`config.mk`:
```
export PLATFORM = sky130hd
export DESIGN_NAME = prg_loader
export DESIGN_NICKNAME = d
export VERILOG_FILES = /design/src/rtl/prg_loader.sv
export SDC_FILE = /design/constraint.sdc
export NUM_CORES = 1
export LEC_CHECK = 0
export ABC_AREA = 1
export CAP_MARGIN = 20
export CELL_PAD_IN_SITES_DETAIL_PLACEMENT = 0
export CELL_PAD_IN_SITES_GLOBAL_PLACEMENT = 1
export CORE_ASPECT_RATIO = 0.9
export CORE_MARGIN = 2
export CORE_UTILIZATION = 28
export CTS_CLUSTER_DIAMETER = 30
export CTS_CLUSTER_SIZE = 25
export DETAILED_ROUTE_END_ITERATION = 12
export PLACE_DENSITY = 0.84
export SLEW_MARGIN = 20
export SYNTH_ARGS = -nofsm -noshare
export SYNTH_HDL_FRONTEND = slang
export SYNTH_SLANG_ARGS = --single-unit
```
`constraint.sdc`:
```
create_clock -name clk -period 1.4 [get_ports clk]
set_input_delay 0.28 -clock clk [delete_from_list [all_inputs] [get_ports clk]]
set_output_delay 0.28 -clock clk [all_outputs]
set_load 0.005 [all_outputs]
```
`src/rtl/prg_loader.sv`:
```
// Packs instruction fields into 16-bit PRG words and writes them sequentially
// into program memory from a loadable base address.
module prg_loader #(
  parameter int AW = 8
) (
  input  logic          clk,
  input  logic          rst,
  input  logic          start,
  input  logic [AW-1:0] base,
  input  logic          in_valid,
  output logic          in_ready,
  input  logic [1:0]    in_ins,
  input  logic [4:0]    in_g1,
  input  logic [3:0]    in_fnc,
  input  logic [4:0]    in_g2,
  input  logic [7:0]    in_cns,
  input  logic          in_last,
  output logic          mem_we,
  output logic [AW-1:0] mem_addr,
  output logic [15:0]   mem_wdata,
  output logic          busy,
  output logic          done,
  output logic          err_full,
  output logic [AW:0]   count
);

  typedef enum logic [1:0] {IDLE, LOAD, FLUSH, DONE} state_t;

  state_t        state_q, state_d;
  logic [AW-1:0] ptr_q, ptr_d;
  logic [AW:0]   count_q, count_d;
  logic          err_q, err_d;
  logic          we_q, we_d;
  logic [AW-1:0] addr_q, addr_d;
  logic [15:0]   wdata_q, wdata_d;
  logic [15:0]   prg_word;
  logic          xfer;
  logic          at_top;

  // Register form carries fnc/g2; constant form carries a zero pad bit and cns.
  always_comb begin
    if (!in_ins[1]) prg_word = {in_ins, in_g1, in_fnc, in_g2};
    else            prg_word = {in_ins, in_g1, 1'b0, in_cns};
  end

  always_comb begin
    xfer   = in_valid && in_ready;
    at_top = &ptr_q;
  end

  // NOTE: sequential state uses <= so every flop samples pre-edge values together.
  always_ff @(posedge clk) begin
    if (rst) state_q <= IDLE;
    else     state_q <= state_d;
  end

  // NOTE: default assignment first so no path leaves state_d unassigned (no latch).
  always_comb begin
    state_d = state_q;
    if (start) begin
      state_d = LOAD;
    end else begin
      case (state_q)
        IDLE:    state_d = IDLE;
        LOAD:    if (xfer && (in_last || at_top)) state_d = FLUSH;
        FLUSH:   state_d = err_q ? IDLE : DONE;
        DONE:    state_d = IDLE;
        default: state_d = IDLE;
      endcase
    end
  end

  always_comb begin
    in_ready = (state_q == LOAD) && !err_q;
    busy     = (state_q == LOAD) || (state_q == FLUSH);
    done     = (state_q == DONE);
  end

  // start wins over a same-cycle transfer, discarding it.
  always_comb begin
    ptr_d   = ptr_q;
    count_d = count_q;
    err_d   = err_q;
    we_d    = 1'b0;
    addr_d  = addr_q;
    wdata_d = wdata_q;
    if (start) begin
      ptr_d   = base;
      count_d = '0;
      err_d   = 1'b0;
    end else if (xfer) begin
      we_d    = 1'b1;
      addr_d  = ptr_q;
      wdata_d = prg_word;
      ptr_d   = ptr_q + 1'b1;
      count_d = count_q + 1'b1;
      if (at_top && !in_last) err_d = 1'b1;
    end
  end

  always_ff @(posedge clk) begin
    if (rst) begin
      ptr_q   <= '0;
      count_q <= '0;
      err_q   <= 1'b0;
      we_q    <= 1'b0;
      addr_q  <= '0;
      wdata_q <= '0;
    end else begin
      ptr_q   <= ptr_d;
      count_q <= count_d;
      err_q   <= err_d;
      we_q    <= we_d;
      addr_q  <= addr_d;
      wdata_q <= wdata_d;
    end
  end

  always_comb begin
    mem_we    = we_q;
    mem_addr  = addr_q;
    mem_wdata = wdata_q;
    err_full  = err_q;
    count     = count_q;
  end

endmodule

```
# [After elaboration in Yosys (flattened, before gate mapping)]
# Index checks and enable logic that the tools add are counted.
[totals] out_inout_bits=38 inputBits=37 ff_bits=45
[op_classes] n_mux=8 bitwise=1 addsub=2 eq_ne=5 reduce_logical=15
[ops] operator="$mux 16" n=1
[ops] operator="$mux 8" n=2
[ops] operator="$add 9x1->9 const B" n=1
[ops] operator="$add 8x1->8 const B" n=1
[ops] operator="$reduce_and 8->1" n=1
[ops] operator="$pmux 2 s3" n=1
[ops] operator="$eq 2x2->1 const B" n=2
[ops] operator="$logic_and 1x1->1" n=4
[ops] operator="$mux 2" n=2
[ops] operator="$reduce_and 2->1" n=2
[ops] operator="$reduce_or 2->1" n=2
[ops] operator="$ne 3x3->1 const B" n=1
[ops] operator="$eq 2x1->1 const B" n=1
[ops] operator="$logic_not 1->1" n=2
[ops] operator="$logic_not 2->1" n=1
[ops] operator="$logic_or 1x1->1" n=2
[ops] operator="$mux 1" n=2
[ops] operator="$ne 2x2->1 const B" n=1
[ops] operator="$reduce_bool 2->1" n=1
[ops] operator="$not 1->1" n=1

# [Longest topological paths before layout]
# Gate-level depths: netlist (run 1).
[logic_depth] ltp_word=7 depth_mapped=12 ltp_nobuf=12

# [Least setup slack after synthesis (run 1)]
# OpenSTA, ideal clock, no wires.
[synth_timing] path_kind="reg-to-reg" startpoint="register state_q[0]" endpoint="register count_q[7], in the netlist count[7]" synth_period_minus_slack_ns=1.451 setup_ns=0.116 arrival_ns=1.335 path_buffers=0 stages_incl_launch_ff=9 required_time_ns=1.284 slack_ns=-0.051 cell_sequence="dfxtp_1 -> ha_1 -> inv_2 -> nor2_4 -> nand2_4 -> nor3_2 -> nand3_1 -> o21ai_0 -> nor2_1"
[synth_via] elab_chain_cells=3
[synth_rtl] element="from (decl)" line="29" source="state_t state_q, state_d;"
[synth_rtl] element="from (signal assigned)" line="54" source="else state_q <= state_d;"
[synth_rtl] element="$eq 2x1->1" line="74" source="in_ready = (state_q == LOAD) && !err_q;"
[synth_rtl] element="$logic_and 1x1->1" line="74"
[synth_rtl] element="net in_ready" line="11" source="output logic in_ready,"
[synth_rtl] element="$logic_and 1x1->1" line="47" source="xfer = in_valid && in_ready;"
[synth_rtl] element="to (signal assigned)" line="111" source="count_q <= count_d;"
[synth_rtl] element="to (decl)" line="31" source="logic [AW:0] count_q, count_d;"
# The timed path passes the listed nets, and every way through them passes these cells.
# A chain may end at the register's enable or synchronous reset.

# [Final worst setup path (run 1)]
[layout_timing] startpoint="register state_q[1]" endpoint="register ptr_q[0]"
[layout_via] elab_chain_cells=4
[layout_rtl] element="$eq 2x1->1" line="74"
[layout_rtl] element="$logic_and 1x1->1" line="74"
[layout_rtl] element="$logic_and 1x1->1" line="47"
[layout_rtl] element="$reduce_bool 2->1 (no line)"
[layout_rtl] element="to (signal assigned)" line="110" source="ptr_q <= ptr_d;"
[layout_rtl] element="to (decl)" line="30" source="logic [AW-1:0] ptr_q, ptr_d;"
# No other way between the ends.

==> results of run 1 <==
synthesized netlist by cell type, drive strengths merged:
| cell type | n | area (um^2) |
|---|---|---|
| clkinv | 1 | 3.75 |
| nand3 | 10 | 55.1 |
| dfxtp | 45 | 901 |
| ha | 5 | 62.6 |
| buf | 5 | 46.3 |
| a21oi | 15 | 75.1 |
| nor3 | 3 | 20.0 |
| nand2 | 67 | 259 |
| nor2 | 34 | 164 |
| a21o | 1 | 8.76 |
| inv | 32 | 128 |
| o21ai | 33 | 165 |
| xor2 | 6 | 52.6 |
| o21bai | 1 | 7.51 |
| clkbuf | 3 | 11.3 |
| nand3b | 1 | 7.51 |
| nand4 | 2 | 12.5 |
| a31oi | 10 | 62.6 |
| o31ai | 1 | 7.51 |
power by group:
group,leakage (nW),switching (mW),internal (mW)
Combinational,1.16,0.203,0.254
Clock,0.0385,0.431,0.353
Sequential,0.376,0.0321,1.33
final timing paths:
| path | end | slack, ps | cells after the start |
|---|---|---|---|
| worst min register to register | mem_wdata[8] | 470 | 2 |
| worst min-delay path | mem_wdata[8] | 470 | 2 |
| worst max-delay path | ptr_q[0] | -70 | 11 |
| worst max register to register | ptr_q[0] | -70 | 11 |
what timing repair did:
item | CTS | global route
buffers inserted | 11 | 3
cloned | 1 | 0
gates resized for setup | 90 | 40
endpoints found under the setup margin | 67 | 48
pin swaps | 6 | 9
hold endpoints to repair | 0 | 0
hold buffers | 0 | 0
worst register-to-register path, stage by stage (launching register included):
cell	delay (ps)
dfxtp_4	370
inv_4	50
ha_4	120
inv_2	40
nor2_4	110
nand2_4	130
nor2_8	150
buf_12	130
nand2_1	60
inv_2	50
a21oi_1	40
a21oi_1	150
per-stage QoR:
stage,worst slack [ps],instance area [um^2],hold WS [ps]
6_report,-69.0,3370,472
3_3_place_gp,-158,3070,465
5_1_grt,-173,3370,496
3_5_place_dp,-212,3070,479
2_1_floorplan,18.8,2070,342
4_1_cts,-53.8,3280,477
flip-flops by register name, indices dropped and copies added (netlist names):
signal and flops:
mem_we 1, mem_addr 8, ptr_q 8, count 9
err_full 1, state_q 2, mem_wdata 16
cells in the final DEF (no fill, tap or decap), types with 3 or more instances in the layout:
master and n:
nand2_1 61, clkdlybuf4s50_1 36, dlygate4sd2_1 33, buf_4 30
nor2_1 27, dfxtp_1 24, inv_1 23, o21ai_1 19
dfxtp_2 19, a21oi_1 13, a31oi_1 10, o21ai_0 10
nand3_1 7, inv_2 6, xor2_1 6, nor2_4 5
clkbuf_8 5, nand2_2 4, o21ai_2 4, buf_6 4
ha_2 3
kinds of logic (layout without fill, tap and decap cells):
family / Yosys count / in the layout / share of synthesized area (%)
buffers and inverters: 41 / 151 / 9.22
adders and majority gates: 5 / 5 / 3.05
DFF: 45 / 45 / 44.0
and+or+nand+nor: 117 / 117 / 25.3
xor gates and xnor gates: 6 / 6 / 2.56
AOI/OAI and AO/OA: 61 / 61 / 15.9
metal layers:
layer	vias up	wire length, um	part of all wire (%)
met4	0	76	1.4
met3	8	228	4.1
met5	-	0	0
li1	1103	-	-
met2	33	2720	48
met1	945	2600	46
area by class of cell:
class                           count  area share, %
Clock buffer                        7           2.26
Clock inverter                      1          0.223
Inverter                           33           4.12
Multi-Input combinational cell    189           32.7
Sequential cell                    45           27.7
Tap cell                           93           3.45
Timing Repair Buffer              109           29.5
Timing Repair inverter              1          0.111
==> results.json, run 1 <==
{
  "nFillCells": 698,
  "worstMarginPinSlew_ps": 316,
  "r2r-start": "state_q[1]",
  "io_pins": 75,
  "p_leak_nw": 1.57,
  "status": "finished with violations",
  "layout-drive-gt1-share_pct": 27.5,
  "finalSetupViolations": 24,
  "fin_crit_ps": 1470,
  "cts.clk_slew.worst_paths_ps": 80,
  "crit_type": "reg -> reg",
  "core_area_um2": 7080,
  "max_freq_mhz": 681,
  "ys_seq_area_share_pct": 44.0,
  "final_cells": 478,
  "use_met1_pct": 18.6,
  "diodes": 0,
  "grt_start_max_net_pins": 33,
  "crit_chain": "inv_4 -> ha_4 -> inv_2 -> nor2_4 -> nand2_4 -> nor2_8 -> buf_12 -> nand2_1 -> inv_2 -> a21oi_1 -> a21oi_1",
  "die_y_um": 85.2,
  "required_ps": 1620,
  "numPortBuffers": 74,
  "wl_per_cell_um": 11.8,
  "max_stage_delay_ps": 370,
  "cts_num_sinks": 45,
  "hp-class": "reg -> reg",
  "postRouteAntennaNets": 0,
  "initial_utilization_pct": 29.0,
  "rows": 29,
  "start_kind": "flip-flop",
  "cts_inserted_buffers": 5,
  "clockBufferDepth": 2,
  "drc_errors": 0,
  "cp.arrival_ps": 1690,
  "slew_violations": 0,
  "clk_root_buffer_cell": "clkbuf_8",
  "violations": "setup timing",
  "utilization_pct": 47.6,
  "power_density_nw_per_um2": 771,
  "via_per_inst": 4.37,
  "crit_buf_inv": 4,
  "dp_hpwl_um": 4150,
  "worstPathMaxFanout": 6,
  "antenna_found_initial": 0,
  "grt-ovfl-total": 0,
  "synth_area_per_cell_um2": 7.45,
  "crit_family": "simple AND/OR/NAND/NOR gates",
  "yosys_warnings": 0,
  "vias": 2089,
  "gr-max-usage-layer": "met2",
  "period_share_pct": 105,
  "cts_max_level": 2,
  "met3_usage_pct": 3.29,
  "grt_pass1_vias": 2112,
  "worstHoldStart": "mem_wdata[8]",
  "slowest_stage": "dfxtp_4",
  "placed_cells": 458,
  "wirelength_um": 5620,
  "yosys.cell_types.count": 30,
  "drv_cap": 0,
  "grt.met2_usage_pct": 24.5,
  "setup_ws_ps": -69.0,
  "multi_input_area_um2": 1100,
  "syn_nets": 317,
  "ir_drop_mv": 0.293,
  "finalNetCount": 426,
  "die_width_um": 94.2,
  "cp-end-kind": "flip-flop",
  "routabilityCongestion": 0.783,
  "synthCells": 275,
  "cts_tree": "built",
  "clk_latency_ps": 300,
  "total_power_mw": 2.60,
  "syn_to_final_growth_pct": 64.5,
  "hold_violations": 0,
  "setup-tns-final_ps": -655,
  "synth_area_um2": 2050,
  "fin_skew_ps": 9.93,
  "grt_use_total_pct": 14.6,
  "relSlewSlack_pct": 78.8,
  "ys_seq_elements": 45,
  "drt_iter0_drc": 91,
  "seq_area_um2": 932,
  "rsz0062_at_grt": "yes",
  "first_pass_iters": 4,
  "startpoint": "state_q[1]",
  "grt_pass1_wl_um": 9480,
  "die_area_um2": 8020
}
Note: power is estimated with default switching activity, not from simulation.
==> run 2, diff against run 1 <==
--- a/config.mk
+++ b/config.mk
@@ -10,7 +10,7 @@
 export CELL_PAD_IN_SITES_DETAIL_PLACEMENT = 0
 export CELL_PAD_IN_SITES_GLOBAL_PLACEMENT = 1
 export CORE_ASPECT_RATIO = 0.9
-export CORE_MARGIN = 2
+export CORE_MARGIN = 3
 export CORE_UTILIZATION = 28
 export CTS_CLUSTER_DIAMETER = 30
 export CTS_CLUSTER_SIZE = 25
==> results.json, run 2 (same netlist as run 1, synthesis figures left out) <==
{
  "clk_root_buffer_cell": "clkbuf_8",
  "hold_violations": 0,
  "via_per_inst": 4.48,
  "final_cell_area_um2": 3530,
  "dp_slack_ps": -199,
  "utilization_pct": 51.7,
  "drv_cap": 0,
  "cp-end-kind": "flip-flop",
  "period_share_pct": 109,
  "clk_latency_ps": 300,
  "layout-drive-gt1-share_pct": 30.4,
  "rsz0062_at_grt": "yes",
  "io_pins": 75,
  "rows": 28,
  "antenna_found_initial": 0,
  "final_cells": 482,
  "gr-max-usage-layer": "met2",
  "required_ps": 1600,
  "grt_start_max_net_pins": 21,
  "numPortBuffers": 74,
  "cts_tree": "built",
  "met3_usage_pct": 4.24,
  "grt_pass1_vias": 2049,
  "start_kind": "flip-flop",
  "p_leak_nw": 1.64,
  "largest_reg_flops": 16,
  "fin_skew_ps": 5.43,
  "finalNetCount": 433,
  "placed_area_um2": 3100,
  "cp.arrival_ps": 1720,
  "cts.clk_slew.worst_paths_ps": 80,
  "setup_ws_ps": -125,
  "diodes": 0,
  "wirelength_um": 6050,
  "vias": 2159,
  "cts_hold_buffers": 0,
  "status": "finished with violations",
  "drt_iter0_drc": 73,
  "die_y_um": 87.2,
  "postRouteAntennaNets": 0,
  "first_pass_iters": 4,
  "worstMarginPinSlew_ps": 304,
  "core_area_um2": 6830,
  "max_freq_mhz": 656,
  "violations": "setup timing",
  "finalSetupViolations": 41,
  "fin_crit_ps": 1520,
  "worstPathMaxFanout": 9,
  "cts_max_level": 2,
  "use_met1_pct": 17.6,
  "wl_per_cell_um": 12.5,
  "relSlewSlack_pct": 79.6,
  "grt-ovfl-total": 0,
  "final_cell_mix": "nand2_1, clkdlybuf4s50_1, dlygate4sd2_1",
  "grt.met2_usage_pct": 23.6,
  "clockBufferDepth": 2,
  "initial_utilization_pct": 30.0,
  "slew_violations": 0,
  "drc_errors": 0,
  "die_width_um": 96.2,
  "cts_num_sinks": 45,
  "crit_type": "reg -> reg",
  "die_area_um2": 8380,
  "routabilityCongestion": 0.772,
  "ir_drop_mv": 0.424,
  "power_density_nw_per_um2": 817,
  "syn_to_final_growth_pct": 72.3,
  "layout_commonest_cell": "nand2_1",
  "dp_hpwl_um": 4240,
  "hp-class": "reg -> reg",
  "placed_cells": 456,
  "grt_use_total_pct": 14.1,
  "grt_pass1_wl_um": 9330,
  "cts_inserted_buffers": 5
}
## run 2: cell count changes in the layout (fill, tap and decap cells not counted), sizes merged
cell / change
clkdlybuf4s15: +1
dlygate4sd2: +1
nor2: +1
inv: -1
buf: +4
dlymetal6s2s: -1
clkbuf: +1
bufinv: +1
## run 2: repair_timing
action / CTS / global route
setup buffers: 9 / 5
pin swaps: 3 / 3
endpoints found under the setup margin: 75 / 46
gates cloned: 0 / 4
gates resized for setup: 68 / 56
## run 2: metal layers
metal / vias up / part of all wire [%]
li1: 1122 / -
met1: 990 / 43
met2: 40 / 50
met3: 7 / 4.9
met4: 0 / 1.1
met5: - / 0
## run 2: area by class of cell
| class | count | area [um^2] |
|---|---|---|
| Clock buffer | 6 | 82.6 |
| Multi-Input combinational cell | 190 | 1150 |
| Sequential cell | 45 | 917 |
| Tap cell | 90 | 113 |
| Inverter | 33 | 131 |
| Clock inverter | 2 | 37.5 |
| Fill cell | 665 | 3300 |
| Timing Repair Buffer | 116 | 1100 |
## run 2: through the flow
| stage | setup TNS (ps) | power [mW] | hold WS, ps |
|---|---|---|---|
| floorplan | 0 | 1.55 | 342 |
| global placement | -5160 | 1.81 | 455 |
| detailed placement | -6210 | 1.82 | 464 |
| CTS | -3290 | 2.84 | 475 |
| global route | -7200 | 3.03 | 488 |
| finish | -3380 | 2.89 | 473 |
## run 2: worst max-delay path, cell delays in order, from the launching register on
cell and delay [ps]:
dfxtp_2 350, buf_6 100, ha_4 130, inv_2 40
nor2_4 140, nand2_8 120, nor2_8 190, inv_4 70
buf_12 140, nor2_2 70, nor2_1 50
## run 2: path summary, 6_finish.rpt
path | startpoint | to | slack, ps | cells after the start
hold / removal | mem_wdata[8] | mem_wdata[8] | 470 | 2
setup / recovery | state_q[0] | mem_wdata[11] | -120 | 10
hold reg to reg | mem_wdata[8] | mem_wdata[8] | 470 | 2
setup reg to reg | state_q[0] | mem_wdata[11] | -120 | 10
## run 2: report_power, final
part           switching, mW  leakage, nW  internal, mW
combinational          0.218         1.21         0.272
clock                  0.458       0.0574         0.581
sequential            0.0308        0.372          1.33
